[config.mk]
export PLATFORM = sky130hd
export DESIGN_NAME = bus_cycle_sequencer
export DESIGN_NICKNAME = d
export VERILOG_FILES = /design/src/rtl/bus_cycle_sequencer.sv
export SDC_FILE = /design/constraint.sdc
export NUM_CORES = 1
export LEC_CHECK = 0
export BUFFER_PORTS_ARGS = -buffer_cell sky130_fd_sc_hd__buf_2
export CAP_MARGIN = 20
export CELL_PAD_IN_SITES_DETAIL_PLACEMENT = 2
export CELL_PAD_IN_SITES_GLOBAL_PLACEMENT = 2
export CORE_MARGIN = 5
export CORE_UTILIZATION = 35
export CTS_BUF_LIST = sky130_fd_sc_hd__clkbuf_2 sky130_fd_sc_hd__clkbuf_4 sky130_fd_sc_hd__clkbuf_8
export CTS_CLUSTER_DIAMETER = 200
export DETAILED_ROUTE_END_ITERATION = 7
export PLACE_DENSITY = 0.86
export SLEW_MARGIN = 20
export SYNTH_ARGS = -nofsm -noshare
export SYNTH_HDL_FRONTEND = slang
export SYNTH_SLANG_ARGS = --single-unit
[constraint.sdc]
create_clock -name clk -period 7.36 [get_ports clk]
set_clock_uncertainty 0.2 [all_clocks]
set_input_delay 0.368 -clock clk [delete_from_list [all_inputs] [get_ports clk]]
set_output_delay 0.368 -clock clk [all_outputs]
set_load 0.05 [all_outputs]
[src/rtl/bus_cycle_sequencer.sv]
// Bus cycle sequencer: turns single machine-cycle requests (opcode fetch, memory read/write,
// port read/write) into T-state strobe sequences with wait-state insertion, DRAM refresh
// addressing and bus-grant handling. Bus outputs are registered from the next-state decode
// so every strobe changes cleanly on the clock edge and is forced inactive by reset.
module bus_cycle_sequencer (
  input  logic        clk,
  input  logic        rst_L,
  input  logic        cyc_start,
  input  logic [2:0]  cyc_type,
  input  logic [15:0] cyc_addr,
  input  logic [7:0]  cyc_wdata,
  output logic        cyc_ready,
  output logic        cyc_done,
  output logic [7:0]  cyc_rdata,
  output logic        cyc_err,
  output logic [15:0] addr_out,
  output logic        addr_oe,
  output logic [7:0]  data_out,
  output logic        data_oe,
  input  logic [7:0]  data_in,
  output logic        M1_L,
  output logic        MREQ_L,
  output logic        IORQ_L,
  output logic        RD_L,
  output logic        WR_L,
  output logic        RFSH_L,
  output logic        BUSACK_L,
  input  logic        WAIT_L,
  input  logic        BUSREQ_L
);

  typedef enum logic [2:0] {StIdle, StT1, StT2, StTw, StT3, StT4, StGrant} state_e;

  localparam logic [2:0] TypeOcf = 3'd0;
  localparam logic [2:0] TypeMr  = 3'd1;
  localparam logic [2:0] TypeMw  = 3'd2;
  localparam logic [2:0] TypePr  = 3'd3;
  localparam logic [2:0] TypePw  = 3'd4;

  state_e      state_q, state_d;
  logic [2:0]  type_q, type_d;
  logic [15:0] addr_q, addr_d;
  logic [7:0]  wdata_q, wdata_d;
  logic [6:0]  rfsh_cnt_q;
  logic [7:0]  rdata_q;
  logic        err_q, err_d;
  logic        final_cyc;
  logic        capture;
  logic        type_is_read;

  // Next-state bus signals, decoded from state_d/type_d
  logic        m1_d, mreq_d, iorq_d, rd_d, wr_d, rfsh_d, busack_d;
  logic        m1_q, mreq_q, iorq_q, rd_q, wr_q, rfsh_q, busack_q;
  logic        addr_oe_d, addr_oe_q, data_oe_d, data_oe_q;
  logic [15:0] addr_out_d, addr_out_q;
  logic [7:0]  data_out_d, data_out_q;
  logic        busy_d, t1_d, late_d;

  // Completion is combinational on the current T-state; OCF finishes in T4, others in T3
  assign cyc_done  = ((state_q == StT3) && (type_q != TypeOcf)) || (state_q == StT4);
  // A new request may be taken in IDLE or in the completion cycle (back-to-back)
  assign final_cyc = (state_q == StIdle) || cyc_done;
  assign cyc_ready = final_cyc && BUSREQ_L;

  assign type_is_read = (type_q == TypeOcf) || (type_q == TypeMr) || (type_q == TypePr);
  // Read data is taken on the last T2/TW, i.e. the edge that moves on to T3
  assign capture = ((state_q == StT2) || (state_q == StTw)) && (state_d == StT3) && type_is_read;

  // Next-state logic and request latching
  always_comb begin
    state_d = state_q;
    type_d  = type_q;
    addr_d  = addr_q;
    wdata_d = wdata_q;
    err_d   = 1'b0;
    if (final_cyc) begin
      state_d = StIdle;
      if (!BUSREQ_L) begin
        // Bus request has priority over any pending start
        state_d = StGrant;
      end else if (cyc_start) begin
        if (cyc_type <= TypePw) begin
          state_d = StT1;
          type_d  = cyc_type;
          addr_d  = cyc_addr;
          wdata_d = cyc_wdata;
        end else begin
          err_d = 1'b1;
        end
      end
    end else begin
      case (state_q)
        StT1: state_d = StT2;
        StT2: begin
          // Port cycles always get one wait state before WAIT_L is looked at
          if ((type_q == TypePr) || (type_q == TypePw) || !WAIT_L) state_d = StTw;
          else state_d = StT3;
        end
        StTw:    state_d = WAIT_L ? StT3 : StTw;
        StT3:    state_d = StT4;
        StGrant: state_d = BUSREQ_L ? StIdle : StGrant;
        default: state_d = StIdle;
      endcase
    end
  end

  // Bus output decode for the state being entered
  always_comb begin
    m1_d       = 1'b1;
    mreq_d     = 1'b1;
    iorq_d     = 1'b1;
    rd_d       = 1'b1;
    wr_d       = 1'b1;
    rfsh_d     = 1'b1;
    busack_d   = 1'b1;
    addr_oe_d  = 1'b0;
    data_oe_d  = 1'b0;
    addr_out_d = addr_out_q;
    data_out_d = data_out_q;
    busy_d     = (state_d == StT1) || (state_d == StT2) || (state_d == StTw) ||
                 (state_d == StT3) || (state_d == StT4);
    t1_d       = (state_d == StT1);
    late_d     = (state_d == StT3) || (state_d == StT4);
    if (state_d == StGrant) busack_d = 1'b0;
    if (busy_d) begin
      addr_oe_d  = 1'b1;
      addr_out_d = addr_d;
      case (type_d)
        TypeOcf: begin
          mreq_d = 1'b0;
          if (late_d) begin
            rfsh_d     = 1'b0;
            addr_out_d = {9'b0, rfsh_cnt_q};
          end else begin
            m1_d = 1'b0;
            rd_d = 1'b0;
          end
        end
        TypeMr: begin
          mreq_d = 1'b0;
          rd_d   = 1'b0;
        end
        TypeMw: begin
          mreq_d     = 1'b0;
          data_oe_d  = 1'b1;
          data_out_d = wdata_d;
          if (!t1_d) wr_d = 1'b0;
        end
        TypePr: begin
          if (!t1_d) begin
            iorq_d = 1'b0;
            rd_d   = 1'b0;
          end
        end
        TypePw: begin
          data_oe_d  = 1'b1;
          data_out_d = wdata_d;
          if (!t1_d) begin
            iorq_d = 1'b0;
            wr_d   = 1'b0;
          end
        end
        default: ;
      endcase
    end
  end

  // State, latched request, refresh counter and read-data register
  always_ff @(posedge clk or negedge rst_L) begin
    if (!rst_L) begin
      state_q    <= StIdle;
      type_q     <= TypeOcf;
      addr_q     <= 16'h0000;
      wdata_q    <= 8'h00;
      rfsh_cnt_q <= 7'd0;
      rdata_q    <= 8'h00;
      err_q      <= 1'b0;
    end else begin
      state_q <= state_d;
      type_q  <= type_d;
      addr_q  <= addr_d;
      wdata_q <= wdata_d;
      err_q   <= err_d;
      if (state_q == StT4) rfsh_cnt_q <= rfsh_cnt_q + 7'd1;
      if (capture) rdata_q <= data_in;
    end
  end

  // Registered bus outputs
  always_ff @(posedge clk or negedge rst_L) begin
    if (!rst_L) begin
      m1_q       <= 1'b1;
      mreq_q     <= 1'b1;
      iorq_q     <= 1'b1;
      rd_q       <= 1'b1;
      wr_q       <= 1'b1;
      rfsh_q     <= 1'b1;
      busack_q   <= 1'b1;
      addr_oe_q  <= 1'b0;
      data_oe_q  <= 1'b0;
      addr_out_q <= 16'h0000;
      data_out_q <= 8'h00;
    end else begin
      m1_q       <= m1_d;
      mreq_q     <= mreq_d;
      iorq_q     <= iorq_d;
      rd_q       <= rd_d;
      wr_q       <= wr_d;
      rfsh_q     <= rfsh_d;
      busack_q   <= busack_d;
      addr_oe_q  <= addr_oe_d;
      data_oe_q  <= data_oe_d;
      addr_out_q <= addr_out_d;
      data_out_q <= data_out_d;
    end
  end

  assign M1_L      = m1_q;
  assign MREQ_L    = mreq_q;
  assign IORQ_L    = iorq_q;
  assign RD_L      = rd_q;
  assign WR_L      = wr_q;
  assign RFSH_L    = rfsh_q;
  assign BUSACK_L  = busack_q;
  assign addr_oe   = addr_oe_q;
  assign data_oe   = data_oe_q;
  assign addr_out  = addr_out_q;
  assign data_out  = data_out_q;
  assign cyc_rdata = rdata_q;
  assign cyc_err   = err_q;

endmodule

==> impl_metrics.env, run 1 <==
export IMPL_clk_latency_ns=0.36
export IMPL_avgSynthCellArea_um2=13.24
export IMPL_min_period_over_period_pct=44.60
export IMPL_outcome="completed"
export IMPL_p_int_uw=1252
export IMPL_worst_pin_slew_ns=0.8199
export IMPL_ys_ff_latch=79
export IMPL_drive_gt1_share_pct=45.58
export IMPL_drc=0
export IMPL_grt_pass1_vias=2899
export IMPL_power_leakage_uw=0.001972
export IMPL_path_class="reg -> reg"
export IMPL_p_sw_share_pct=47.46
export IMPL_seqPwrFrac_pct=33.3
export IMPL_fp_coreArea_mm2=0.009819
export IMPL_vias_per_cell=5.110
export IMPL_grt_use_total_pct=16.50
export IMPL_syn_inst=267
export IMPL_fill_cells=1022
export IMPL_start_util_pct=36.00
export IMPL_finalHoldViolations=0
export IMPL_maxUsedRoutingLayer="met4"
export IMPL_hpwl_um=6812
export IMPL_finalNetCount=389
export IMPL_post_cts_buffers=0
export IMPL_p_total_uw=2383
export IMPL_slowest_delay_ns=0.73
export IMPL_clockPowerShare_pct=13.5
export IMPL_period_minus_slack_ns=3.282
export IMPL_path_cells="nor3_2 > nand2_1 > a311oi_2 > and2_1 > inv_6 > o21a_4 > mux2_4"
export IMPL_hold_start="data_in[6]"
export IMPL_ys_types=54
export IMPL_setup_tns_ns=0
export IMPL_synthArstFlopShare_pct=100.0
export IMPL_hp_class="in -> reg"
export IMPL_num_vias=2473
export IMPL_rsz0062_at_grt="false"
export IMPL_cts_buffer_depth=2
export IMPL_synth_nets=308
export IMPL_path_delay_family="simple AND/OR/NAND/NOR gates"
export IMPL_place_congestion=0.7680
export IMPL_cp_slowest_cell="and2_1"
export IMPL_whs_ns=0.04699
export IMPL_grt_pass1_wl_um=16110
export IMPL_die_w_um=110.5
export IMPL_pwr_share_comb_pct=53.2
export IMPL_max_slew_margin_pct=45.34
export IMPL_clockRootBuffer="clkbuf_8"
export IMPL_rr_worst_depth=7
export IMPL_setup_viol=0
export IMPL_first_pass_iters=4
export IMPL_worst_r2r_setup_slack_ns=4.08
export IMPL_drv_slew=0
export IMPL_drtAntennaViolNets=0
export IMPL_crit_fanout=19
export IMPL_final_cell_mix="buf_2, dfrtp_1, nand2_1"
export IMPL_r2r_end="data_out[6]$_DFFE_PN0P_"
export IMPL_rows=36
export IMPL_start_kind="flop"
export IMPL_seq_area_frac_synth_pct=56.18
export IMPL_area_growth_syn_to_layout_pct=19.19
export IMPL_die_area_mm2=0.01221
export IMPL_yosysWarningCount=0
export IMPL_first_iter_violations=128
export IMPL_n_antenna_cell=0
export IMPL_final_common_cell="buf_2"
export IMPL_whs_path_depth=2
export IMPL_cts_htree_levels=3
export IMPL_wl_met2_um=5138
export IMPL_cts_sinks=79
export IMPL_antenna_found_initial=0
export IMPL_cts_resized=0
export IMPL_hold_end="cyc_rdata[6]$_DFFE_PN0P_"
export IMPL_chipHeight_um=110.5
export IMPL_wl_met3_um=332
export IMPL_required_ns=7.40
export IMPL_max_freq_mhz=304.7
export IMPL_wl_met1_um=4206
export IMPL_switchingPower_uw=1131
export IMPL_synth_edff_count=0
export IMPL_arrival_ns=3.32
export IMPL_cts_made_buffers=9
export IMPL_drt_total_wl_um=9770
export IMPL_io_buffers=83
export IMPL_syn_cell_area_mm2=0.003535
export IMPL_ir_drop_uv=171.0
export IMPL_ioPinCount=84
export IMPL_cts_tree="built"
export IMPL_max_cap_viol_count=0
export IMPL_grt_max_degree=80
export IMPL_wl_per_cell_um=20.19
export IMPL_r2r_start="type_q[1]$_DFF_PN0_"
export IMPL_crit_buf_inv=1
export IMPL_crit_path_end_kind="flop"
export IMPL_clkSlewWorstSetupHoldPaths_ns=0.08
export IMPL_synthFlopType="dfrtp_1"
export IMPL_overflow=0
export IMPL_cellPowerDensity_mw_per_mm2=565.7
-- final cells by class --
cell class / instances / area [um2] / share of cell area [%]
repair buffers: 84 / 431.7 / 10.25
clock inverters: 4 / 47.55 / 1.129
flip-flops and latches: 79 / 1986 / 47.13
well taps: 133 / 166.4 / 3.950
clock buffers: 10 / 137.6 / 3.267
multi-input cells: 166 / 1409 / 33.44
inverters: 8 / 35.03 / 0.8316
-- through the flow --
stage | setup WS [ns] | area [um2] | instances | util, %
2_1_floorplan | 4.890 | 3535 | 267 | -
3_3_place_gp | 4.370 | 4014 | 469 | 40.88
3_5_place_dp | 4.182 | 4014 | 469 | 40.88
4_1_cts | 4.068 | 4199 | 483 | 42.76
5_1_grt | 3.869 | 4213 | 484 | 42.90
6_report | 4.078 | 4213 | 484 | 42.90
-- worst max path at each step --
stage	from	endpoint	slack (ns)	depth (start not counted)
global route	type_q[1]$_DFF_PN0_	data_out[6]$_DFFE_PN0P_	3.87	7
finish	type_q[1]$_DFF_PN0_	data_out[6]$_DFFE_PN0P_	4.08	7
floorplan	state_q[1]$_DFF_PN0_	data_out[0]$_DFFE_PN0P_	4.89	9
global placement	state_q[1]$_DFF_PN0_	data_out[2]$_DFFE_PN0P_	4.37	7
detailed placement	type_q[1]$_DFF_PN0_	data_out[6]$_DFFE_PN0P_	4.18	7
CTS	type_q[1]$_DFF_PN0_	data_out[6]$_DFFE_PN0P_	4.07	7
-- state kept, by name (all words and copies together) (netlist names) --
name        flops
M1_L            1
cyc_err         1
BUSACK_L        1
state_q         3
addr_oe         1
RFSH_L          1
type_q          3
wdata_q         8
data_oe         1
IORQ_L          1
cyc_rdata       8
addr_q         16
MREQ_L          1
data_out        8
rfsh_cnt_q      7
WR_L            1
addr_out       16
RD_L            1
-- power by group through the flow --
stage / Combinational, uW / Sequential (uW) / Clock (uW)
2_1_floorplan: 679 / 1110 / 0
3_3_place_gp: 1220 / 784 / 0
3_5_place_dp: 1270 / 798 / 0
4_1_cts: 1280 / 795 / 330
5_1_grt: 1360 / 819 / 353
6_report: 1270 / 794 / 321
-- metal layers --
metal	vias to the layer above	GRT usage (%)
li1	1114	-
met1	1287	20.03
met2	65	29.09
met3	7	4.103
met4	0	4.433
met5	-	0
-- cell usage after synthesis (3+ instances only) --
library cell	instances	area share, %
and3_1	3	0.53
nor2_1	6	0.64
mux2_4	16	6.8
mux2_2	26	8.3
inv_1	5	0.53
nand2_1	28	3.0
buf_4	4	0.85
and2_1	3	0.53
o21ai_1	10	1.4
dfstp_2	7	5.2
a21oi_1	4	0.57
o221a_1	7	2.2
dfrtp_1	72	51
nor3_1	3	0.42
a211o_1	9	2.2
xnor2_1	8	2.0
nand4_1	3	0.53
buf_2	5	0.71
-- worst reg2reg max path: stages, from the launching register on --
cell and delay, ns:
dfrtp_1 0.54, nor3_2 0.36, nand2_1 0.22, a311oi_2 0.36, and2_1 0.73, inv_6 0.19, o21a_4 0.25, mux2_4 0.32
-- cell families (layout without fill, tap and decap cells) --
kind of cell	Yosys count	after routing	share of synthesized area, %
flip-flops	79	79	56.18
buffers and inverters	22	106	3.965
multiplexers	43	43	15.36
AND/OR/NAND/NOR	67	67	10.51
AO/OA/AOI/OAI	46	46	11.40
adder cells (fa/ha/maj)	1	1	0.3539
XOR/XNOR	9	9	2.230
-- what timing repair did --
item	CTS	global route
endpoints found under the hold margin	0	72
hold buffers	0	1
setup endpoints to repair	0	0
Power figures use the tool's default switching activity.
==> inputs of run 2 (changes only) <==
--- a/config.mk
+++ b/config.mk
@@ -10,11 +10,11 @@
 export CELL_PAD_IN_SITES_DETAIL_PLACEMENT = 2
 export CELL_PAD_IN_SITES_GLOBAL_PLACEMENT = 2
 export CORE_MARGIN = 5
-export CORE_UTILIZATION = 35
+export CORE_UTILIZATION = 33
 export CTS_BUF_LIST = sky130_fd_sc_hd__clkbuf_2 sky130_fd_sc_hd__clkbuf_4 sky130_fd_sc_hd__clkbuf_8
 export CTS_CLUSTER_DIAMETER = 200
 export DETAILED_ROUTE_END_ITERATION = 7
-export PLACE_DENSITY = 0.86
+export PLACE_DENSITY = 0.85
 export SLEW_MARGIN = 20
 export SYNTH_ARGS = -nofsm -noshare
 export SYNTH_HDL_FRONTEND = slang
==> constraint.sdc (replaced) <==
create_clock -name clk -period 2.9 [get_ports clk]
set_clock_uncertainty 0.2 [all_clocks]
set_input_delay 0.145 -clock clk [delete_from_list [all_inputs] [get_ports clk]]
set_output_delay 0.145 -clock clk [all_outputs]
set_load 0.05 [all_outputs]
==> impl_metrics.env, run 2 (synthesis gave the netlist of run 1 again) <==
export IMPL_outcome="completed"
export IMPL_area_growth_syn_to_layout_pct=31.33
export IMPL_fill_cells=1039
export IMPL_seqPwrFrac_pct=32.2
export IMPL_max_cap_viol_count=0
export IMPL_crit_path_end_kind="flop"
export IMPL_cts_sinks=79
export IMPL_finalHoldViolations=0
export IMPL_dp_slack_ns=0.1571
export IMPL_ir_drop_uv=407.7
export IMPL_cts_tree="built"
export IMPL_hp_class="in -> reg"
export IMPL_start_util_pct=34.09
export IMPL_first_pass_iters=4
export IMPL_start_kind="flop"
export IMPL_hpwl_um=6813
export IMPL_setup_tns_ns=0
export IMPL_vias_per_cell=4.898
export IMPL_required_ns=2.95
export IMPL_drive_gt1_share_pct=42.93
export IMPL_drt_total_wl_um=9839
export IMPL_max_slew_margin_pct=50.38
export IMPL_n_antenna_cell=0
export IMPL_arrival_ns=2.82
export IMPL_path_class="reg -> reg"
export IMPL_die_area_mm2=0.01288
export IMPL_clockRootBuffer="clkbuf_8"
export IMPL_p_sw_share_pct=47.06
export IMPL_ioPinCount=84
export IMPL_fp_coreArea_mm2=0.01037
export IMPL_cts_made_buffers=9
export IMPL_grt_pass1_wl_um=16090
export IMPL_place_congestion=0.8511
export IMPL_cellPowerDensity_mw_per_mm2=1320
export IMPL_setup_ws_ns=0.1251
export IMPL_max_freq_mhz=360.4
export IMPL_overflow=0
export IMPL_drv_slew=0
export IMPL_die_w_um=113.5
export IMPL_pwr_share_comb_pct=54.9
export IMPL_clk_latency_ns=0.36
export IMPL_chipHeight_um=113.5
export IMPL_drc=0
export IMPL_final_common_cell="buf_2"
export IMPL_min_period_over_period_pct=95.69
export IMPL_worst_pin_slew_ns=0.7443
export IMPL_fin_cells=532
export IMPL_first_iter_violations=73
export IMPL_wl_per_cell_um=18.49
export IMPL_num_vias=2606
export IMPL_cts_buffer_depth=2
export IMPL_place_inst=480
export IMPL_antenna_found_initial=0
export IMPL_grt_max_degree=80
export IMPL_worst_r2r_setup_slack_ns=0.13
export IMPL_cts_htree_levels=3
export IMPL_clockPowerShare_pct=12.9
export IMPL_period_minus_slack_ns=2.775
export IMPL_io_buffers=83
export IMPL_rows=37
export IMPL_finalNetCount=432
export IMPL_setup_viol=0
export IMPL_grt_pass1_vias=3013
export IMPL_final_cell_mix="buf_2, dfrtp_1, dlygate4sd3_1"
export IMPL_drtAntennaViolNets=0
export IMPL_power_leakage_uw=0.002162
export IMPL_grt_use_total_pct=15.99
export IMPL_clkSlewWorstSetupHoldPaths_ns=0.08
export IMPL_p_int_uw=3243
export IMPL_switchingPower_uw=2883
export IMPL_rsz0062_at_grt="false"
export IMPL_crit_fanout=14
-- run 2: changes by cell type in the layout (fill, tap and decap cells not counted) --
cell           delta
dlygate4sd3_1    +35
clkbuf_4          +1
clkinv_2          -1
buf_4             +7
bufinv_16         -1
clkbuf_8          +1
clkinvlp_4        +1
inv_6             +1
buf_12            +1
-- run 2: critical path, cell delays in order (launching register included) --
cell and delay (ns):
dfrtp_1 0.53, and3b_1 0.30, o31ai_4 0.30, o211ai_2 0.18
or4_1 0.76, mux2_4 0.39
-- run 2: final timing paths --
| check | start | end | cells after the start |
|---|---|---|---|
| min in group asynchronous | rst_L | cyc_rdata[4]$_DFFE_PN0P_ | 2 |
| max in group asynchronous | rst_L | addr_out[3]$_DFFE_PN0P_ | 2 |
| worst min-delay path | WAIT_L | M1_L$_DFF_PN1_ | 5 |
| worst min register to register | addr_out[8]$_DFFE_PN0P_ | addr_out[8]$_DFFE_PN0P_ | 2 |
| worst max register to register | type_q[0]$_DFF_PN0_ | cyc_rdata[4]$_DFFE_PN0P_ | 5 |
| worst max-delay path | type_q[0]$_DFF_PN0_ | cyc_rdata[4]$_DFFE_PN0P_ | 5 |
-- run 2: cell type report --
| type | count | area (um2) | share of cell area (%) |
|---|---|---|---|
| clock buffers | 12 | 158.9 | 3.423 |
| clock inverters | 4 | 28.78 | 0.6199 |
| inverters | 8 | 35.03 | 0.7547 |
| multi-input cells | 166 | 1409 | 30.35 |
| flip-flops and latches | 79 | 1986 | 42.78 |
| well taps | 136 | 170.2 | 3.666 |
| repair buffers | 127 | 854.6 | 18.41 |
-- run 2: power groups by stage --
stage | clock (uW) | combinational [uW] | sequential (uW)
after detailed placement | 0 | 3350 | 1990
after global routing | 858 | 3600 | 2040
after CTS | 818 | 3400 | 1980
after floorplan | 0 | 1720 | 2820
after global placement | 0 | 3230 | 1960
final | 790 | 3360 | 1970
-- run 2: through the flow --
stage / power [uW] / util [%] / hold slack, ns / area, um2
floorplan: 4542 / - / -0.3506 / 3535
global placement: 5191 / 39.44 / 0.1531 / 4090
detailed placement: 5343 / 39.44 / 0.1787 / 4090
CTS: 6194 / 44.73 / 0.02643 / 4638
global route: 6498 / 44.76 / 0.06593 / 4642
finish: 6125 / 44.76 / 0.03887 / 4642
-- run 2: layer usage --
layer,track usage [%],up-vias,wire length [um]
li1,-,1200,-
met1,19.41,1332,4286
met2,28.07,62,4918
met3,3.024,12,514
met4,6.010,0,119
met5,0,-,0
-- run 2: what timing repair did --
action / CTS / global route
resized for setup: 0 / 0
hold buffers: 36 / 0
setup buffers: 0 / 0
hold endpoints to repair: 123 / 0
